### src/rtl/sdf_stage_ctrl_pkg.sv
// Shared FFT definitions: stage-controller state encoding and datapath sizing.
package sdf_stage_ctrl_pkg;

  localparam int DATA_W    = 24;
  localparam int N         = 512;
  localparam int TW_ADDR_W = $clog2(N);

  typedef enum logic [1:0] {
    ST_IDLE  = 2'd0,
    ST_FILL  = 2'd1,
    ST_RUN   = 2'd2,
    ST_DRAIN = 2'd3
  } sdf_state_e;

endpackage

### src/rtl/sdf_stage_ctrl.sv
// Single-path delay-feedback FFT stage controller: sequences the delay line,
// butterfly select and twiddle index for one radix-2 stage, then drains it.
module sdf_stage_ctrl
  import sdf_stage_ctrl_pkg::*;
#(
  parameter int DELAY    = 128,
  parameter int TW_SHIFT = 0
) (
  input  logic                 clk,
  input  logic                 rst_n,
  input  logic                 in_valid,
  input  logic                 in_last,
  output logic                 in_ready,
  output logic                 sr_shift,
  output logic                 bf_sel,
  output logic                 tw_en,
  output logic [TW_ADDR_W-1:0] tw_addr,
  output logic                 out_valid,
  output logic                 out_last,
  output logic                 err_len
);

  localparam int L = $clog2(DELAY);

  typedef logic [L:0] cnt_t;

  localparam cnt_t DELAY_C = cnt_t'(DELAY);
  localparam cnt_t ONE_C   = cnt_t'(1);

  sdf_state_e state, state_nxt;
  cnt_t       cnt, cnt_nxt;
  cnt_t       dcnt, dcnt_nxt;
  cnt_t       cnt_inc;
  logic       accept;
  logic [TW_ADDR_W-1:0] tw_idx;

  // cnt is L+1 bits wide, so the increment wraps at 2*DELAY on its own
  assign cnt_inc = cnt + ONE_C;
  assign tw_idx  = TW_ADDR_W'(cnt[L-1:0]) << TW_SHIFT;

  always_ff @(posedge clk or negedge rst_n) begin
    if (!rst_n) begin
      state <= ST_IDLE;
      cnt   <= '0;
      dcnt  <= '0;
    end else begin
      state <= state_nxt;
      cnt   <= cnt_nxt;
      dcnt  <= dcnt_nxt;
    end
  end

  always_comb begin
    state_nxt = state;
    cnt_nxt   = cnt;
    dcnt_nxt  = dcnt;
    accept    = 1'b0;
    in_ready  = 1'b1;
    sr_shift  = 1'b0;
    bf_sel    = 1'b0;
    tw_en     = 1'b0;
    out_valid = 1'b0;
    out_last  = 1'b0;
    err_len   = 1'b0;

    case (state)
      ST_IDLE, ST_FILL, ST_RUN: begin
        accept = in_valid;
        // No accept means a stall: state and cnt hold, nothing shifts.
        if (accept) begin
          sr_shift  = 1'b1;
          bf_sel    = cnt[L];
          out_valid = (state == ST_RUN);
          tw_en     = out_valid & ~cnt[L];
          cnt_nxt   = cnt_inc;
          if (in_last) begin
            state_nxt = ST_DRAIN;
            dcnt_nxt  = DELAY_C;
            err_len   = (cnt_inc != '0);
          end else if (state == ST_IDLE) begin
            state_nxt = ST_FILL;
          end else if (state == ST_FILL && cnt_inc == DELAY_C) begin
            state_nxt = ST_RUN;
          end
        end
      end
      ST_DRAIN: begin
        // Flush the DELAY samples still held in the line, butterfly bypassed.
        in_ready  = 1'b0;
        sr_shift  = 1'b1;
        out_valid = 1'b1;
        tw_en     = ~cnt[L];
        cnt_nxt   = cnt_inc;
        dcnt_nxt  = dcnt - ONE_C;
        if (dcnt == ONE_C) begin
          out_last  = 1'b1;
          state_nxt = ST_IDLE;
          cnt_nxt   = '0;
          dcnt_nxt  = '0;
        end
      end
      default: state_nxt = ST_IDLE;
    endcase

    tw_addr = out_valid ? tw_idx : '0;
  end

endmodule

### config.mk
export PLATFORM = sky130hd
export DESIGN_NAME = sdf_stage_ctrl
export DESIGN_NICKNAME = d
export VERILOG_FILES = /design/src/rtl/sdf_stage_ctrl_pkg.sv /design/src/rtl/sdf_stage_ctrl.sv
export SDC_FILE = /design/constraint.sdc
export NUM_CORES = 1
export LEC_CHECK = 0
export CORE_MARGIN = 4
export CORE_UTILIZATION = 52
export DETAILED_ROUTE_END_ITERATION = 8
export HOLD_SLACK_MARGIN = 0.12
export PLACE_DENSITY = 0.79
export SLEW_MARGIN = 20
export SYNTH_ARGS = -nofsm -noshare
export SYNTH_HDL_FRONTEND = slang
export SYNTH_SLANG_ARGS = --single-unit
### constraint.sdc
create_clock -name clk -period 2.4 [get_ports clk]
set_input_delay 0.6 -clock clk [delete_from_list [all_inputs] [get_ports clk]]
set_output_delay 0.6 -clock clk [all_outputs]
set_load 0.05 [all_outputs]
---- Word-level counts from Yosys, hierarchy flattened ----
Cells that the tools add are included.
cells by class
  add/sub/neg operators ................... 2
  equality and inequality tests ........... 9
  multiplexer cells ....................... 28
  bitwise operators ....................... 2
  reduce and logical (&&, ||, !) cells .... 6
operator list
  kind                                              count
  two-way mux 8 bit                                 5
  one-hot mux 8 bit (2 select lines)                2
  two-way mux 1 bit                                 11
  two-way mux 2 bit                                 5
  adder 8 x 1 -> 8 bit, second input constant       1
  == test 8 x 1 -> 1 bit, second input constant     1
  == test 8 bit, second input constant              1
  nonzero test 8 bit                                1
  subtractor 8 x 1 -> 8 bit, second input constant  1
  two-way mux 7 bit                                 1
  inequality test 2 bit, second input constant      3
  one-hot mux 1 bit (2 select lines)                3
  == test 2 bit, second input constant              2
  inequality test 4 bit, second input constant      1
  one-hot mux 2 bit (2 select lines)                1
  AND reduction 3 bit                               1
  OR reduction 3 bit                                1
  == test 2 x 1 -> 1 bit, second input constant     1
  zero test 2 bit                                   1
  AND reduction 2 bit                               1
  AND 1 bit                                         1
  logical AND 1 bit                                 1
  inverter 1 bit                                    1
storage, ports and cells
  register bits ........................... 18
  output and inout port bits .............. 16
  word-level logic and storage cells ...... 50

---- Longest topological paths before layout ----
Gate-level depths: netlist of run 1.
  depth in word-level cells ............... 8
  mapped depth ............................ 7
  gate-level depth less buffers ........... 7

---- Worst setup path before layout of run 1 ----
OpenSTA, ideal clock, no wires.
  kind .................................... in2out
  from .................................... input in_valid
  to ...................................... output tw_en
  arrival time ............................ 2.080 ns
  setup slack ............................. -0.280 ns
  cell stages on the path ................. 3
  path through ............................ clkbuf_2 o21a_1 nor2b_1
between the ends
  longest elaborated chain between the ends .. 2
RTL lines
  what                                RTL line              source
  start, declared                     sdf_stage_ctrl.sv:11  input logic in_valid,
  two-way mux 1 bit                   sdf_stage_ctrl.sv:70  if (accept) begin
  one-hot mux 1 bit (2 select lines)  sdf_stage_ctrl.sv:66  case (state)
  end, declared                       sdf_stage_ctrl.sv:16  output logic tw_en,
Every way passes these cells.

---- Final worst setup path of run 1 ----
  from .................................... register cnt[5]
  to ...................................... output err_len
between the ends
  longest elaborated chain between the ends .. 5
RTL lines
  what                    RTL line              source
  start, declared         sdf_stage_ctrl.sv:31  cnt_t cnt, cnt_nxt;
  start signal, assigned  sdf_stage_ctrl.sv:48  cnt <= cnt_nxt;
  adder 8 x 1 -> 8 bit    sdf_stage_ctrl.sv:38  assign cnt_inc = cnt + ONE_C;
  nonzero test 8 bit      sdf_stage_ctrl.sv:79  err_len = (cnt_inc != '0);
  two-way mux 1 bit       sdf_stage_ctrl.sv:76  if (in_last) begin
  two-way mux 1 bit       sdf_stage_ctrl.sv:70
  two-way mux 1 bit       sdf_stage_ctrl.sv:66
  end, declared           sdf_stage_ctrl.sv:20  output logic err_len
Every way passes these cells.

==> report_table.html, run 1 <==
<table>
<tr><th>Metric</th><th>Value</th></tr>
<tr><th colspan="2">Pwr</th></tr>
<tr><td>Worst vdd rail ir drop</td><td>0.00142 V</td></tr>
<tr><td>Pwr Total</td><td>about 2.8 mW</td></tr>
<tr><td>Leakage power figure</td><td>0.757 nW</td></tr>
<tr><td>Fraction of power consumed by the clock network</td><td>0.059</td></tr>
<tr><td>Switching component of the power</td><td>roughly 1.4 mW</td></tr>
<tr><td>Cell internal pwr</td><td>1.39 mW</td></tr>
<tr><td>Share of power burned in combinational logic</td><td>0.706</td></tr>
<tr><td>Sequential fraction of design power</td><td>0.235</td></tr>
<tr><td>PD cells</td><td>1550 nW/µm²</td></tr>
<tr><td>Net Sw Frac</td><td>0.496</td></tr>
<tr><th colspan="2">Synth</th></tr>
<tr><td>Cell types with the largest area share after synthesis</td><td>sky130_fd_sc_hd__dfrtp_1, sky130_fd_sc_hd__nand2_1, sky130_fd_sc_hd__and2_1, sky130_fd_sc_hd__ha_1, sky130_fd_sc_hd__a21oi_1</td></tr>
<tr><td>Count of synthesis-stage warnings from yosys</td><td>0</td></tr>
<tr><td>Post-synthesis cell area</td><td>1160 µm²</td></tr>
<tr><td>Netlist cell types</td><td>approximately 40</td></tr>
<tr><td>Seq/Total Area, Yosys</td><td>0.389</td></tr>
<tr><td>Mean Syn Cell Area</td><td>9.04 µm²</td></tr>
<tr><td>Flip-flop and latch count after synthesis</td><td>18</td></tr>
<tr><td>Cell count after synthesis</td><td>128</td></tr>
<tr><td>Top cell type's share of synthesized area</td><td>0.389</td></tr>
<tr><td>Yosys top cell by area</td><td>sky130_fd_sc_hd__dfrtp_1</td></tr>
<tr><th colspan="2">STA</th></tr>
<tr><td>Maximum clock skew at final layout</td><td>0.00522 ns</td></tr>
<tr><td>Pins over their slew limit</td><td>0</td></tr>
<tr><td>Final period util</td><td>1.04</td></tr>
<tr><td>Slew at the pin closest to its max-slew limit</td><td>0.640 ns</td></tr>
<tr><td>Top achievable clock speed</td><td>approximately 0.4 GHz</td></tr>
<tr><td>Max-Slew Margin vs Limit</td><td>0.569</td></tr>
<tr><td>Minimum period implied by the final worst setup slack</td><td>~2.5 ns</td></tr>
<tr><td>Worst-case setup margin in the final layout</td><td>-0.102 ns</td></tr>
<tr><td>Hold Fails Final Rpt</td><td>0</td></tr>
<tr><td>RSZ-0062 raised after global routing</td><td>true</td></tr>
<tr><td>Endpoints failing setup</td><td>1</td></tr>
<tr><th colspan="2">Min path</th></tr>
<tr><td>Worst Hold Path Cells</td><td>2</td></tr>
<tr><td>HP Class</td><td>register to register</td></tr>
<tr><td>End of the worst hold path</td><td>dcnt[7]</td></tr>
<tr><td>Hold path startpoint</td><td>dcnt[7]</td></tr>
<tr><th colspan="2">Clock network</th></tr>
<tr><td>CTS Hold Buffers Added</td><td>0</td></tr>
<tr><td>Clock Latency Late Sink</td><td>about 0.30 ns</td></tr>
<tr><td>Number of levels the H-tree was split into</td><td>1</td></tr>
<tr><td>CTS tree</td><td>built</td></tr>
<tr><td>Number of clock sinks</td><td>18</td></tr>
<tr><td>Maximum number of buffers from clock root to sink</td><td>2</td></tr>
<tr><td>Clock tree root buffer cell</td><td>sky130_fd_sc_hd__clkbuf_4</td></tr>
<tr><td>Worst-path clk slew</td><td>0.11 ns</td></tr>
<tr><td>Number of buffers created by CTS</td><td>3</td></tr>
<tr><th colspan="2">Global routing</th></tr>
<tr><td>Global route total overflow</td><td>0</td></tr>
<tr><td>GRT Util Overall</td><td>0.230</td></tr>
<tr><td>Largest net degree at the start of global routing</td><td>19</td></tr>
<tr><td>Number of antenna violations at the first check in global routing</td><td>0</td></tr>
<tr><td>First-pass GRT wire length</td><td>4.99 mm</td></tr>
<tr><td>Vias in the first global route</td><td>1,188</td></tr>
<tr><th colspan="2">Route</th></tr>
<tr><td>Total DRC errors in the routed layout</td><td>0</td></tr>
<tr><td>Total Routed Length</td><td>between 3 and 4 mm</td></tr>
<tr><td>Number of search-and-repair iterations in the first detailed-routing pass</td><td>4</td></tr>
<tr><td>Number of routed nets with antenna violations</td><td>0</td></tr>
<tr><td>Wirelength per Cell</td><td>between 20 and 25 µm</td></tr>
<tr><td>Number of vias per cell after detailed routing</td><td>6.40</td></tr>
<tr><td>Total via count in the routed design</td><td>between 1,000 and 1,500</td></tr>
<tr><td>Detailed Route Iter0 Violations</td><td>99</td></tr>
<tr><th colspan="2">Setup path</th></tr>
<tr><td>Worst R2R Setup Slack</td><td>0.25 ns</td></tr>
<tr><td>Sort of element at the end of the critical path</td><td>primary output</td></tr>
<tr><td>Kind of critical path</td><td>register to primary output</td></tr>
<tr><td>Startpoint of the most critical register-to-register path</td><td>dcnt[1]</td></tr>
<tr><td>Data required time at the worst endpoint</td><td>1.80 ns</td></tr>
<tr><td>Worst-path maximum fanout</td><td>7</td></tr>
<tr><td>Worst r2r dst</td><td>cnt[2]</td></tr>
<tr><td>Worst R2R Path Depth</td><td>8</td></tr>
<tr><td>Critical Path Start Type</td><td>register</td></tr>
<tr><td>Signal arrival time at the worst endpoint</td><td>1.90 ns</td></tr>
<tr><th colspan="2">Final layout</th></tr>
<tr><td>Final core area utilization</td><td>0.868</td></tr>
<tr><td>Commonest cells after routing, fill and taps aside</td><td>sky130_fd_sc_hd__buf_4, sky130_fd_sc_hd__dfrtp_1, sky130_fd_sc_hd__nand2_1, sky130_fd_sc_hd__buf_12, sky130_fd_sc_hd__nor2_1</td></tr>
<tr><td>Most frequent standard cell in the layout excluding fill and tap cells</td><td>sky130_fd_sc_hd__buf_4</td></tr>
<tr><td>NumNets Final</td><td>174</td></tr>
<tr><td>Final non-filler cell area</td><td>1770 µm²</td></tr>
<tr><td>Number of antenna diodes</td><td>0</td></tr>
<tr><td>Area growth, synth to finish</td><td>53.2%</td></tr>
<tr><td>Filler Cells Inserted</td><td>96</td></tr>
<tr><td>Fraction of layout cells with a size suffix above 1</td><td>0.402</td></tr>
<tr><th colspan="2">Floorplanning</th></tr>
<tr><td>DIE HEIGHT</td><td>~55 µm</td></tr>
<tr><td>Number of placed I/O pins</td><td>20</td></tr>
<tr><td>Placeable core area</td><td>between 2000 and 2500 µm²</td></tr>
<tr><td>Starting Density</td><td>0.567</td></tr>
<tr><td>Cell Rows</td><td>16</td></tr>
<tr><td>Die Area</td><td>slightly above 3000 µm²</td></tr>
<tr><td>Horizontal die dimension</td><td>55.2 µm</td></tr>
<tr><th colspan="2">Flow run</th></tr>
<tr><td>Total of max-cap violations</td><td>0</td></tr>
<tr><th colspan="2">Status</th></tr>
<tr><td>Run status</td><td>finished, violations left</td></tr>
<tr><td>Violations in the final reports</td><td>negative setup slack</td></tr>
<tr><th colspan="2">Placed design</th></tr>
<tr><td>Routability-driven placement congestion ratio</td><td>0.830</td></tr>
<tr><td>Post-placement worst setup slack</td><td>-0.0488 ns</td></tr>
<tr><td>Total cell area at the placement stage</td><td>1530 µm²</td></tr>
<tr><td>Final HPWL from detailed placement</td><td>1.94 mm</td></tr>
<tr><td>Total of buffers placed on input and output ports</td><td>17</td></tr>
</table>
## layer usage
layer / global-route usage / vias to the layer above / routed length [µm]
li1: - / 522 / -
met1: 0.276 / 573 / 1420
met2: 0.390 / 95 / 1850
met3: 0.0483 / 32 / 354
met4: 0.109 / 0 / 208
met5: 0 / - / 0
## how the worst max path moves through the flow
stage                     startpoint       to  cells after the start
after floorplan             in_valid    tw_en                      3
after global placement      in_valid    tw_en                      4
after detailed placement    in_valid    tw_en                      4
after CTS                     cnt[1]  err_len                      7
after global routing          cnt[5]  err_len                      5
final                         cnt[5]  err_len                      5
## flip-flops by register name, indices dropped and copies added, names as in the netlist
name / flops
state: 2
dcnt: 8
cnt: 8
## power by group through the flow
| stage | Clock (mW) | Sequential (mW) | Combinational (mW) |
|---|---|---|---|
| floorplan | 0 | 0.550 | 1.01 |
| global placement | 0 | 0.595 | 1.54 |
| detailed placement | 0 | 0.605 | 1.59 |
| CTS | 0.160 | 0.598 | 1.68 |
| global route | 0.179 | 0.662 | 2.05 |
| finish | 0.162 | 0.647 | 1.95 |
## stage by stage
step | instances | TNS (ns) | hold WS [ns]
after detailed placement | 177 | -0.104 | 0.504
final | 191 | -0.102 | 0.538
after floorplan | 129 | -0.0645 | 0.304
after CTS | 185 | -0.0613 | 0.533
after global placement | 177 | 0 | 0.490
after global routing | 191 | -0.266 | 0.589
## cell type report
cell class                      instances  area [µm²]  area share
Clock buffer                            3        22.5      0.0127
Inverter                                3        11.3     0.00635
Multi-Input combinational cell        103         800       0.451
Sequential cell                        18         450       0.254
Tap cell                               27        33.8      0.0191
Timing Repair Buffer                   37         455       0.257
## kinds of logic (layout without fill, tap and decap cells)
kind of cell             Yosys count  after routing  synth area share
AO/OA/AOI/OAI                     33             33             0.192
flip-flops                        18             18             0.389
XOR/XNOR                           7              7            0.0530
adder cells (fa/ha/maj)            4              4            0.0432
buffers and inverters              8             43            0.0400
other                              1              2           0.00324
AND/OR/NAND/NOR                   57             57             0.279
## critical path: stages (launching register included)
cell and delay, ns:
sky130_fd_sc_hd__dfrtp_1 0.59, sky130_fd_sc_hd__nand2_1 0.19, sky130_fd_sc_hd__nor3_4 0.26, sky130_fd_sc_hd__xnor2_1 0.23, sky130_fd_sc_hd__a31oi_4 0.15, sky130_fd_sc_hd__buf_12 0.18
## synthesized netlist by cell type
cell type / number
sky130_fd_sc_hd__and4_1: 1
sky130_fd_sc_hd__a21o_1: 2
sky130_fd_sc_hd__a21oi_1: 7
sky130_fd_sc_hd__nor3_4: 1
sky130_fd_sc_hd__o21ai_0: 7
sky130_fd_sc_hd__o31ai_1: 1
sky130_fd_sc_hd__a31oi_1: 4
sky130_fd_sc_hd__nor2_2: 1
sky130_fd_sc_hd__and4b_1: 1
sky130_fd_sc_hd__o22ai_1: 4
sky130_fd_sc_hd__clkbuf_2: 1
sky130_fd_sc_hd__xor2_1: 4
sky130_fd_sc_hd__o31ai_2: 1
sky130_fd_sc_hd__nor3b_1: 2
sky130_fd_sc_hd__a32oi_1: 1
sky130_fd_sc_hd__ha_1: 4
sky130_fd_sc_hd__and2_1: 8
sky130_fd_sc_hd__or3_2: 1
sky130_fd_sc_hd__nand3b_1: 2
sky130_fd_sc_hd__o21bai_1: 1
sky130_fd_sc_hd__xnor2_1: 3
sky130_fd_sc_hd__or4_4: 1
sky130_fd_sc_hd__nor2b_1: 3
sky130_fd_sc_hd__o2bb2ai_1: 1
sky130_fd_sc_hd__or3b_4: 1
sky130_fd_sc_hd__nand2_2: 1
sky130_fd_sc_hd__conb_1: 1
sky130_fd_sc_hd__a22o_1: 1
sky130_fd_sc_hd__a22o_2: 1
sky130_fd_sc_hd__dfrtp_1: 18
sky130_fd_sc_hd__a21oi_4: 1
sky130_fd_sc_hd__inv_1: 3
sky130_fd_sc_hd__nor4_1: 1
sky130_fd_sc_hd__o21a_1: 1
sky130_fd_sc_hd__nand3_1: 2
sky130_fd_sc_hd__nor2_1: 8
sky130_fd_sc_hd__and3_1: 1
sky130_fd_sc_hd__nand4b_1: 1
sky130_fd_sc_hd__nor3_1: 5
sky130_fd_sc_hd__nand2_1: 16
sky130_fd_sc_hd__buf_4: 4
## timing repair
| action | CTS | global route |
|---|---|---|
| setup endpoints to repair | 10 | 3 |
| gates resized for setup | 8 | 20 |
| pin swaps | 6 | 5 |
| setup buffers | 5 | 6 |
Note: power is estimated with default switching activity, not from simulation.
==> run 2, diff against run 1 <==
- clock period: 2.4 -> 2.75 ns (I/O delays scaled with it)
==> run 2 against run 1 <==
Effect of this change: power fell by 24%; the flow now finishes without violations; largest cell class unchanged; clock-buffer cell count rose by 1; clock skew down 0.0011 ns; final cell count down 5.8%; hold slack about the same; sequential power fell by 17%; critical path type unchanged; register-to-register slack improved by 0.52 ns; core utilization is 9.7 points lower.
==> report_table.html, run 2 (same netlist as run 1, synthesis figures left out) <==
<table>
<tr><th>Metric</th><th>Value</th></tr>
<tr><th colspan="2">Global routing</th></tr>
<tr><td>Number of antenna violations at the first check in global routing</td><td>0 (unchanged)</td></tr>
<tr><td>Global route total overflow</td><td>0 (unchanged)</td></tr>
<tr><td>First-pass GRT wire length</td><td>4.61 mm (-7.6%)</td></tr>
<tr><td>Largest net degree at the start of global routing</td><td>19 (unchanged)</td></tr>
<tr><td>GRT Util Overall</td><td>0.213 (-0.0171)</td></tr>
<tr><td>Vias in the first global route</td><td>1,020 (-14%)</td></tr>
<tr><th colspan="2">Route</th></tr>
<tr><td>Number of routed nets with antenna violations</td><td>0 (unchanged)</td></tr>
<tr><td>Wirelength per Cell</td><td>14.8 µm (-26%)</td></tr>
<tr><td>Number of search-and-repair iterations in the first detailed-routing pass</td><td>4 (unchanged)</td></tr>
<tr><td>Number of vias per cell after detailed routing</td><td>5.78 (-9.6%)</td></tr>
<tr><td>Total DRC errors in the routed layout</td><td>0 (unchanged)</td></tr>
<tr><td>Total Routed Length</td><td>2.67 mm (-30%)</td></tr>
<tr><td>Detailed Route Iter0 Violations</td><td>34 (-66%)</td></tr>
<tr><td>Total via count in the routed design</td><td>1,041 (-15%)</td></tr>
<tr><th colspan="2">Floorplanning</th></tr>
<tr><td>Die Area</td><td>3040 µm² (unchanged)</td></tr>
<tr><td>DIE HEIGHT</td><td>55.2 µm (unchanged)</td></tr>
<tr><td>Starting Density</td><td>0.567 (unchanged)</td></tr>
<tr><td>Number of placed I/O pins</td><td>20 (unchanged)</td></tr>
<tr><td>Horizontal die dimension</td><td>55.2 µm (unchanged)</td></tr>
<tr><td>Placeable core area</td><td>2040 µm² (unchanged)</td></tr>
<tr><td>Cell Rows</td><td>16 (unchanged)</td></tr>
<tr><th colspan="2">STA</th></tr>
<tr><td>Endpoints failing setup</td><td>0 (-1)</td></tr>
<tr><td>Hold Fails Final Rpt</td><td>0 (unchanged)</td></tr>
<tr><td>Minimum period implied by the final worst setup slack</td><td>roughly 2.6 ns</td></tr>
<tr><td>RSZ-0062 raised after global routing</td><td>false</td></tr>
<tr><td>Max-Slew Margin vs Limit</td><td>0.602 (+0.0323)</td></tr>
<tr><td>Final period util</td><td>0.949</td></tr>
<tr><td>Pins over their slew limit</td><td>0 (unchanged)</td></tr>
<tr><td>Sum Neg Setup Slack</td><td>0 ns (+0.102 ns)</td></tr>
<tr><td>Top achievable clock speed</td><td>0.383 GHz</td></tr>
<tr><td>Slew at the pin closest to its max-slew limit</td><td>0.592 ns (-0.0481 ns)</td></tr>
<tr><td>Worst hold slack after final layout</td><td>0.537 ns (-0.000476 ns)</td></tr>
<tr><td>Maximum clock skew at final layout</td><td>0.00408 ns (-0.00114 ns)</td></tr>
<tr><th colspan="2">Clock network</th></tr>
<tr><td>Maximum number of buffers from clock root to sink</td><td>2 (unchanged)</td></tr>
<tr><td>Worst-path clk slew</td><td>0.11 ns (about the same)</td></tr>
<tr><td>CTS Hold Buffers Added</td><td>0 (unchanged)</td></tr>
<tr><td>Clock Latency Late Sink</td><td>0.29 ns (about the same)</td></tr>
<tr><td>CTS tree</td><td>built</td></tr>
<tr><td>Number of clock sinks</td><td>18 (unchanged)</td></tr>
<tr><td>Clock tree root buffer cell</td><td>sky130_fd_sc_hd__clkbuf_4</td></tr>
<tr><td>Number of buffers created by CTS</td><td>3 (unchanged)</td></tr>
<tr><td>Number of levels the H-tree was split into</td><td>1 (unchanged)</td></tr>
<tr><th colspan="2">Pwr</th></tr>
<tr><td>PD cells</td><td>1330 nW/µm² (-14%)</td></tr>
<tr><td>Worst vdd rail ir drop</td><td>0.00116 V (-18%)</td></tr>
<tr><td>Leakage power figure</td><td>0.667 nW (-12%)</td></tr>
<tr><th colspan="2">Setup path</th></tr>
<tr><td>Critical Path, Cell by Cell</td><td>ha_2 &gt; and2_1 &gt; a21oi_2 &gt; o22ai_1 &gt; nor2b_1 &gt; a31oi_2 &gt; buf_12</td></tr>
<tr><td>CP bufs+invs</td><td>1 (unchanged)</td></tr>
<tr><td>Largest incremental delay on the critical path</td><td>0.44 ns (-0.15 ns)</td></tr>
<tr><td>Signal arrival time at the worst endpoint</td><td>1.92 ns (+0.02 ns)</td></tr>
<tr><td>Critical Path Start Type</td><td>register</td></tr>
<tr><td>Worst-path maximum fanout</td><td>5 (-2)</td></tr>
<tr><td>Data required time at the worst endpoint</td><td>2.06 ns (+0.26 ns)</td></tr>
<tr><td>Cell family contributing the most delay on the critical path</td><td>compound AO/OA/AOI/OAI gates</td></tr>
<tr><td>Crit-path slowest cell</td><td>sky130_fd_sc_hd__dfrtp_2</td></tr>
<tr><td>Sort of element at the end of the critical path</td><td>primary output</td></tr>
<tr><td>Kind of critical path</td><td>register to primary output</td></tr>
<tr><th colspan="2">Final layout</th></tr>
<tr><td>Commonest cells after routing, fill and taps aside</td><td>sky130_fd_sc_hd__nand2_1, sky130_fd_sc_hd__dfrtp_1, sky130_fd_sc_hd__buf_12</td></tr>
<tr><td>NumNets Final</td><td>162 (-6.9%)</td></tr>
<tr><td>Final standard cell count with taps included and fillers excluded</td><td>180 (-5.8%)</td></tr>
<tr><td>Area growth, synth to finish</td><td>36.0%</td></tr>
<tr><td>Top flop regs</td><td>cnt: 8 flops, dcnt: 8 flops, state: 2 flops</td></tr>
<tr><td>Fraction of layout cells with a size suffix above 1</td><td>0.261 (-0.141)</td></tr>
<tr><td>Number of antenna diodes</td><td>0 (unchanged)</td></tr>
<tr><th colspan="2">Placed design</th></tr>
<tr><td>Final HPWL from detailed placement</td><td>2.04 mm (+5.1%)</td></tr>
<tr><td>Routability-driven placement congestion ratio</td><td>0.859 (+3.5%)</td></tr>
<tr><td>Number of instances in the placed design</td><td>173 (-2.3%)</td></tr>
<tr><td>Total of buffers placed on input and output ports</td><td>17 (unchanged)</td></tr>
<tr><th colspan="2">Min path</th></tr>
<tr><td>HP Class</td><td>register to register</td></tr>
<tr><th colspan="2">Status</th></tr>
<tr><td>Run status</td><td>finished clean</td></tr>
<tr><th colspan="2">Flow run</th></tr>
<tr><td>Total of max-cap violations</td><td>0 (unchanged)</td></tr>
</table>
[run 2: layer usage]
metal | track usage | part of all wire | vias to the layer above
met5 | 0 | 0 | -
met4 | 0.0607 | 0.0094 | 0
met3 | 0.0349 | 0.039 | 4
met2 | 0.356 | 0.52 | 27
met1 | 0.281 | 0.43 | 508
li1 | - | - | 502
[run 2: worst paths after layout]
kind | start | to | slack, ns | cells after the start
max in group asynchronous | rst_n | cnt[0] | 1.83 | 2
min | dcnt[7] | dcnt[7] | 0.54 | 2
max reg2reg | dcnt[1] | cnt[3] | 0.77 | 7
max | cnt[0] | err_len | 0.14 | 7
min in group asynchronous | rst_n | dcnt[4] | 0.71 | 2
min reg2reg | dcnt[7] | dcnt[7] | 0.54 | 2
[run 2: cell type report]
class | count | area [µm²]
clock buffer | 4 | 36.3
inverter | 3 | 11.3
timing repair buffer | 25 | 360
sequential | 18 | 453
multi-input combinational | 103 | 679
tap | 27 | 33.8
fill | 162 | 468
[run 2: repair_timing]
item / CTS / global route
pin swaps: 0 / 0
resized for setup: 1 / 4
setup buffers: 0 / 3
setup endpoints to repair: 1 / 1
[run 2: power by group]
part / switching [mW] / leakage [nW] / internal, mW
combinational: 0.768 / 0.429 / 0.634
sequential: 0.152 / 0.217 / 0.383
clock: 0.0825 / 0.0210 / 0.0806
[run 2: worst register-to-register path: stages, from the launching register on]
cell and delay (ns):
sky130_fd_sc_hd__dfrtp_1 0.40, sky130_fd_sc_hd__inv_1 0.11, sky130_fd_sc_hd__ha_1 0.19, sky130_fd_sc_hd__or3b_4 0.43, sky130_fd_sc_hd__nor3_4 0.28, sky130_fd_sc_hd__nor2_2 0.13
sky130_fd_sc_hd__a21o_1 0.19, sky130_fd_sc_hd__a21o_1 0.16
[run 2: metrics by stage]
stage / total power [mW] / util / instance area (µm²) / setup slack (ns)
floorplan: 1.36 / - / 1160 / 0.0794
global placement: 1.84 / 0.735 / 1500 / 0.224
detailed placement: 1.90 / 0.735 / 1500 / 0.205
CTS: 2.06 / 0.756 / 1540 / 0.0243
global route: 2.24 / 0.771 / 1570 / 0.0248
finish: 2.10 / 0.771 / 1570 / 0.141
